--- src/rtl/pipeline_hazard_ctrl.sv ---
// Hazard and sequencing controller for the 5-stage RV32 pipeline.
// Drives stall/flush/redirect into IF, ID and EX, selects EX operand
// forwarding, manages halt/drain and keeps saturating stall/flush counters.
module pipeline_hazard_ctrl #(
  parameter int LOAD_STALL_CYCLES = 1,
  parameter int IMEM_TIMEOUT      = 16,
  parameter int DRAIN_CYCLES      = 3
) (
  input  logic        clk,
  input  logic        reset,
  input  logic        if_id_valid,
  input  logic [4:0]  id_rs1_addr,
  input  logic [4:0]  id_rs2_addr,
  input  logic        id_uses_rs1,
  input  logic        id_uses_rs2,
  input  logic        id_ex_valid,
  input  logic        id_ex_mem_read,
  input  logic [4:0]  id_ex_rd_addr,
  input  logic [4:0]  id_ex_rs1_addr,
  input  logic [4:0]  id_ex_rs2_addr,
  input  logic        ex_mem_valid,
  input  logic        ex_mem_reg_write,
  input  logic [4:0]  ex_mem_rd_addr,
  input  logic        mem_wb_reg_write,
  input  logic [4:0]  mem_wb_rd_addr,
  input  logic        branch_taken,
  input  logic [31:0] branch_target,
  input  logic        imem_ready,
  input  logic        halt_req,
  output logic        stall,
  output logic        flush,
  output logic        pc_src,
  output logic [31:0] new_pc,
  output logic [1:0]  forward_a,
  output logic [1:0]  forward_b,
  output logic        halted,
  output logic        imem_timeout,
  output logic [31:0] stall_cycles,
  output logic [15:0] flush_count
);

  typedef enum logic [2:0] {
    RUN        = 3'd0,
    LOAD_STALL = 3'd1,
    IMEM_WAIT  = 3'd2,
    DRAIN      = 3'd3,
    HALTED     = 3'd4
  } state_t;

  // Terminal counter values: the cycle spent in RUN detecting the event is
  // the first stalled cycle, so the dedicated state lasts one cycle less.
  localparam logic [2:0] LOAD_LAST  = 3'(LOAD_STALL_CYCLES - 1);
  localparam logic [2:0] DRAIN_LAST = 3'(DRAIN_CYCLES - 1);
  localparam logic [7:0] WD_LAST    = 8'(IMEM_TIMEOUT - 1);

  state_t      state_reg;
  logic [2:0]  count_reg;
  logic [7:0]  watchdog_reg;
  logic        load_use;
  logic        redirect;

  // Forwarding source: the younger producer (EX/MEM) wins over MEM/WB.
  function automatic logic [1:0] fwd_sel(input logic [4:0] rs);
    if (ex_mem_valid && ex_mem_reg_write && (ex_mem_rd_addr != 5'd0) &&
        (ex_mem_rd_addr == rs))
      return 2'b10;
    else if (mem_wb_reg_write && (mem_wb_rd_addr != 5'd0) && (mem_wb_rd_addr == rs))
      return 2'b01;
    else
      return 2'b00;
  endfunction

  assign forward_a = fwd_sel(id_ex_rs1_addr);
  assign forward_b = fwd_sel(id_ex_rs2_addr);
  assign new_pc    = branch_target;

  assign load_use = if_id_valid && id_ex_valid && id_ex_mem_read &&
                    (id_ex_rd_addr != 5'd0) &&
                    ((id_uses_rs1 && (id_rs1_addr == id_ex_rd_addr)) ||
                     (id_uses_rs2 && (id_rs2_addr == id_ex_rd_addr)));

  // A resolved branch is honoured in every state except HALTED.
  assign redirect = branch_taken && (state_reg != HALTED);

  // Pipeline control: a redirect always beats a stall in the same cycle.
  always_comb begin
    stall  = 1'b0;
    flush  = 1'b0;
    pc_src = 1'b0;
    if (redirect) begin
      flush  = 1'b1;
      pc_src = 1'b1;
    end else begin
      case (state_reg)
        RUN:       stall = load_use || !imem_ready || halt_req;
        IMEM_WAIT: stall = !imem_ready;
        default:   stall = 1'b1;
      endcase
    end
  end

  // Sequencing FSM with registered status outputs and saturating counters.
  always_ff @(posedge clk) begin
    if (!reset) begin
      state_reg    <= RUN;
      count_reg    <= 3'd0;
      watchdog_reg <= 8'd0;
      halted       <= 1'b0;
      imem_timeout <= 1'b0;
      stall_cycles <= 32'd0;
      flush_count  <= 16'd0;
    end else begin
      if (stall && (stall_cycles != 32'hFFFF_FFFF))
        stall_cycles <= stall_cycles + 32'd1;
      if (flush && (flush_count != 16'hFFFF))
        flush_count <= flush_count + 16'd1;

      case (state_reg)
        RUN: begin
          if (branch_taken) begin
            state_reg <= RUN;
          end else if (load_use) begin
            if (LOAD_STALL_CYCLES > 1) begin
              state_reg <= LOAD_STALL;
              count_reg <= 3'd1;
            end
          end else if (!imem_ready) begin
            state_reg    <= IMEM_WAIT;
            watchdog_reg <= 8'd1;
          end else if (halt_req) begin
            if (DRAIN_CYCLES > 1) begin
              state_reg <= DRAIN;
              count_reg <= 3'd1;
            end else begin
              state_reg <= HALTED;
              halted    <= 1'b1;
            end
          end
        end
        LOAD_STALL: begin
          if (branch_taken || (count_reg == LOAD_LAST))
            state_reg <= RUN;
          else
            count_reg <= count_reg + 3'd1;
        end
        IMEM_WAIT: begin
          if (branch_taken || imem_ready) begin
            state_reg <= RUN;
          end else if (watchdog_reg == WD_LAST) begin
            imem_timeout <= 1'b1;
            halted       <= 1'b1;
            state_reg    <= HALTED;
          end else begin
            watchdog_reg <= watchdog_reg + 8'd1;
          end
        end
        DRAIN: begin
          if (!halt_req) begin
            state_reg <= RUN;
          end else if (count_reg == DRAIN_LAST) begin
            state_reg <= HALTED;
            halted    <= 1'b1;
          end else begin
            count_reg <= count_reg + 3'd1;
          end
        end
        HALTED: begin
          if (!halt_req && !imem_timeout) begin
            state_reg <= RUN;
            halted    <= 1'b0;
          end
        end
        default: begin
          state_reg <= RUN;
          halted    <= 1'b0;
        end
      endcase
    end
  end

endmodule

--- config.mk ---
export PLATFORM = sky130hd
export DESIGN_NAME = pipeline_hazard_ctrl
export DESIGN_NICKNAME = d
export VERILOG_FILES = /design/src/rtl/pipeline_hazard_ctrl.sv
export SDC_FILE = /design/constraint.sdc
export NUM_CORES = 1
export LEC_CHECK = 0
export BUFFER_PORTS_ARGS = -buffer_cell sky130_fd_sc_hd__buf_4
export CAP_MARGIN = 20
export CORE_ASPECT_RATIO = 0.5
export CORE_MARGIN = 3
export CORE_UTILIZATION = 25
export CTS_BUF_LIST = sky130_fd_sc_hd__clkbuf_4
export DETAILED_ROUTE_END_ITERATION = 10
export GPL_TIMING_DRIVEN = 0
export MAX_ROUTING_LAYER = met4
export SYNTH_ARGS = -nofsm -noshare
export SYNTH_HDL_FRONTEND = slang
export SYNTH_SLANG_ARGS = --single-unit
--- constraint.sdc ---
create_clock -name clk -period 4.1 [get_ports clk]
set_clock_uncertainty 0.2 [all_clocks]
set_input_delay 0.205 -clock clk [delete_from_list [all_inputs] [get_ports clk]]
set_output_delay 0.205 -clock clk [all_outputs]
set_load 0.02 [all_outputs]
## Word-level counts from Yosys, hierarchy flattened

Index checks and enable logic that the tools add are counted.

| word-level totals | value |
|---|---|
| register bits | 64 |
| bits in latches | 0 |
| RAM bits | 0 |
| bits in read-only memories | 0 |
| memories kept | 0 |

| cells by class | value |
|---|---|
| $add $sub $neg | 4 |
| $mul | 0 |
| divide/modulo/power cells | 0 |
| order comparisons | 0 |
| equal/unequal tests | 33 |
| shifts and indexed selects | 0 |
| muxes and demuxes | 38 |
| bitwise logic cells | 2 |
| reduce and logical (&&, ||, !) cells | 38 |

Operator list:

| operator | count |
|---|---|
| 2-to-1 mux 3 bit | 17 |
| 2-to-1 mux 8 bit | 5 |
| adder 32 x 1 -> 32 bit (second input constant) | 1 |
| inequality test 32 bit (second input constant) | 1 |
| == test 5 bit | 6 |
| inequality test 2 bit (second input constant) | 14 |
| AND reduction 6 bit | 3 |
| logical AND 1 bit | 17 |
| adder 16 x 1 -> 16 bit (second input constant) | 1 |
| inequality test 16 bit (second input constant) | 1 |
| case mux 8 bit (2 select lines) | 1 |
| case mux 3 bit (5 select lines) | 1 |
| nonzero test 5 bit | 3 |
| inequality test 3 bit (second input constant) | 4 |
| == test 3 x 2 -> 1 bit (second input constant) | 3 |
| 2-to-1 mux 1 bit | 9 |
| case mux 3 bit (3 select lines) | 1 |
| adder 8 x 1 -> 8 bit (second input constant) | 1 |
| == test 8 x 4 -> 1 bit (second input constant) | 1 |
| AND reduction 8 bit | 1 |
| logical NOT 3 bit | 2 |
| logical OR 1 bit | 5 |
| 2-to-1 mux 2 bit | 2 |
| inequality test 4 bit (second input constant) | 1 |
| 11 further kinds | 14 |

## Depth between registers and ports, before layout

| depth | value |
|---|---|
| depth in word-level cells | 9 |
| depth in mapped cells | 10 |

## Worst setup path before layout

OpenSTA, ideal clock, no wires.

| path | value |
|---|---|
| path kind | flip-flop to flip-flop |
| from | register state_reg[1] |
| to | register flush_count[9] |
| library setup time | 0.128 ns |
| arrival time | 2.313 ns |
| required time | 3.772 ns |
| path slack | 1.459 ns |
| stages on the path, launching flop included | 9 |
| buffers on the path | 1 |
| period minus slack after synthesis | 2.641 ns |
| cell sequence | dfxtp_1 -> buf_2 -> nor2_1 -> a21boi_0 -> o31ai_1 -> nor3_1 -> nand4_1 -> xor2_1 -> nor2_1 |

| between the ends | value |
|---|---|
| cells in the longest elaborated chain, start to end | 4 |

RTL lines:

| element | line | source |
|---|---|---|
| from (decl) | 56 | `state_t state_reg;` |
| from (signal assigned) | 105 | `state_reg <= RUN;` |
| from (signal assigned) | 121 | `state_reg <= RUN;` |
| from (signal assigned) | 124 | `state_reg <= LOAD_STALL;` |
| inequality test 3 bit | 83 | `assign redirect = branch_taken && (state_reg != HALTED);` |
| logical AND 1 bit | 83 |  |
| 2-to-1 mux 1 bit | 90 | `if (redirect) begin` |
| net flush | 31 | `output logic flush,` |
| logical AND 1 bit | 115 | `if (flush && (flush_count != 16'hFFFF))` |
| to (signal assigned) | 116 | `flush_count <= flush_count + 16'd1;` |
| to (decl) | 39 | `output logic [15:0] flush_count` |

The timed path passes the listed nets, and every way through them passes these cells.
A chain may end at the register's enable or synchronous reset.

## Final worst setup path

| path | value |
|---|---|
| from | register state_reg[1] |
| to | register flush_count[15] |

| between the ends | value |
|---|---|
| cells in the longest elaborated chain, start to end | 4 |

RTL lines:

| element | line |
|---|---|
| inequality test 3 bit | 83 |
| logical AND 1 bit | 83 |
| 2-to-1 mux 1 bit | 90 |
| logical AND 1 bit | 115 |

No other way between the ends.

==> summary.txt <==
Job
  • Max-Cap Viols: 0

STA
  • Fin crit period: 2710 ps
  • Slew at the pin closest to its max-slew limit: 777 ps
  • Rel. slew slack: 0.478
  • FMAX: 0.369 GHz
  • Post-route clock period utilization: 0.661
  • Final worst slack: 1390 ps
  • Setup Viol. Count Final: 0
  • Final hold vios: 0
  • Min Hold Slack: 21.7 ps
  • Unrepaired setup endpoints after global routing: no
  • Post-route setup TNS: 0 ps
  • Max-slew violation count: 0

Layout
  • Share of cells above drive strength 1: 0.309
  • Commonest non-fill, non-tap cell in the layout: buf_4
  • Max FFs per register: 32
  • Cell area after layout: 5220 um2
  • Nets: 708
  • Most frequent cells in the layout: buf_4 (168), nor2_1 (68), dfxtp_1 (64), xor2_1 (43), nand2_1 (34)
  • Final Non-Filler Cells: 825
  • Layout area overhead: 36.5%
  • ANT cells: 0

Logic synthesis
  • Post-synth EDFFs: 0
  • Fraction of registers with async set/reset: 0
  • Mapped cell area: 3830 um2
  • Main synth FF type: dfxtp_1
  • Sequential share of the synthesized area: 0.335
  • Mapped Cells: 473
  • Yosys top cell area share: 0.335
  • Largest area contributor in the netlist: dfxtp_1
  • Dominant cells by area after synthesis: dfxtp_1 (33%), xor2_1 (9.8%), nor2_1 (6.7%), buf_4 (6.5%), xnor2_1 (6.4%)
  • Syn Nets: 559
  • Seq cells post-synth: 64
  • Yosys cell types: 50
  • Avg Inst Size Synth: 8.09 um2
  • Yosys warnings: 0

CTS
  • Resize count post-CTS: 0
  • Post-CTS Setup Repair Bufs: 0
  • CTS Hold Bufs: 3
  • CTS clk-pin slew, worst paths: 100 ps
  • Num CTS Buffers: 9
  • CTS sink cnt: 64
  • CTS tree: built
  • H-Tree Depth: 3
  • Clk_lat worst skew: 410 ps
  • CTS Buffer Depth: 2
  • Clk root buf: clkbuf_4

Critical path
  • CP arrival: 2790 ps
  • Req. time, crit path: 4180 ps
  • CP Capture Type: flip-flop
  • Reg2reg setup slack: 1390 ps
  • CP Class: reg -> reg
  • Max Fanout on Critical Path: 10
  • Startpoint types: flip-flop

Pwr
  • Leak Pwr: 2.10 nW
  • Pwr Density: 234 nW/um2
  • Largest vdd supply drop: 0.114 mV

Die
  • Die area: 16900 um2
  • Initial core utilization: 0.260
  • Num ports: 169
  • Core region area: 14700 um2
  • Num rows: 31
  • Die H: 93.5 um
  • Die width: 181 um

Global route
  • Largest net degree at the start of global routing: 12
  • Number of global-route vias before repair: 3502
  • GRT Total Usage: 0.119
  • Antenna violations before repair: 0
  • Total grt overflow: 0
  • First-pass GRT wire length: 16500 um

Detailed routing
  • Vias/cell: 4.60
  • DRC errors left: 0
  • Routed WL per cell: 12.2 um
  • Total iterations of the first detailed-routing run: 4
  • Vias: 3792
  • Antenna Nets Post-Route: 0
  • Final wirelength: 10100 um
  • First DRT Iteration DRCs: 138

Place
  • Port buffer count: 135
  • DP Area: 5090 um2
  • Routability cong.: 0.856
  • Dpl ws: 1320 ps
  • Hpwl dp: 7760 um
  • Dpl cells: 806

Status
  • Status: finished clean

Worst hold path
  • Hold Crit Class: in -> reg
-- cells by family (layout without fill, tap and decap cells) --
kind of cell               after synthesis  in the layout  share of synthesized area
xor gates and xnor gates                71             71                      0.163
adders and majority gates                6              6                     0.0196
DFF                                     64             64                      0.335
buffers and inverters                   56            210                     0.0906
and+or+nand+nor                        223            223                      0.297
AOI/OAI and AO/OA                       51             51                     0.0903
muxes                                    2              2                    0.00523
-- through the flow --
stage	total power, W	util
2_1_floorplan	0.000779	-
3_3_place_gp	0.000880	0.346
3_5_place_dp	0.000882	0.346
4_1_cts	0.00124	0.355
5_1_grt	0.00129	0.355
6_report	0.00122	0.355
-- worst paths after layout --
| path | start | to | depth (start not counted) |
|---|---|---|---|
| worst max-delay path | state_reg[1]$_SDFFE_PN0P_ | flush_count[15]$_SDFFE_PN0P_ | 8 |
| worst min-delay path | halt_req | state_reg[2]$_SDFFE_PN0P_ | 3 |
| worst max register to register | state_reg[1]$_SDFFE_PN0P_ | flush_count[15]$_SDFFE_PN0P_ | 8 |
| worst min register to register | flush_count[1]$_SDFFE_PN0P_ | flush_count[1]$_SDFFE_PN0P_ | 2 |
-- power by group --
part / leakage (nW) / switching, W / internal, W
Combinational: 1.53 / 0.000118 / 0.000114
Clock: 0.0589 / 0.000236 / 0.000118
Sequential: 0.517 / 0.00000844 / 0.000629
Total: 2.10 / 0.000362 / 0.000861
-- area by class of cell --
cell class / instances / area (um2)
fill: 1538 / 9480
tap: 198 / 248
multi-input combinational: 353 / 2200
clock inverter: 7 / 38.8
timing repair buffer: 138 / 1040
inverter: 8 / 30.0
buffer: 48 / 317
clock buffer: 9 / 67.6
sequential: 64 / 1280
-- cells in the mapped netlist (5+ instances only) --
cell       n
a21oi_1   16
and2_1     6
and3_1     7
and4_1     5
buf_4     33
clkbuf_1  10
dfxtp_1   64
ha_1       6
inv_1      7
nand2_1   34
nand3_1   31
nand4_1   21
nor2_1    68
nor3_1     8
nor4_1    16
o21ai_0    6
or3_1      5
or4_1      9
xnor2_1   28
xor2_1    43
-- worst max-delay path, cell delays in order, from the launching register on --
cell,delay (ps)
dfxtp_1,370
buf_2,230
nor2_1,80
a21boi_0,470
o31ai_1,290
nor3_1,560
nand4_1,180
xor2_1,150
nor2_1,50
-- routing by layer --
metal  global-route usage  share of wire
met2                0.204           0.48
met3               0.0322          0.082
met1                0.139           0.43
met5                    -              0
met4               0.0329          0.013
Note: power is estimated with default switching activity, not from simulation.
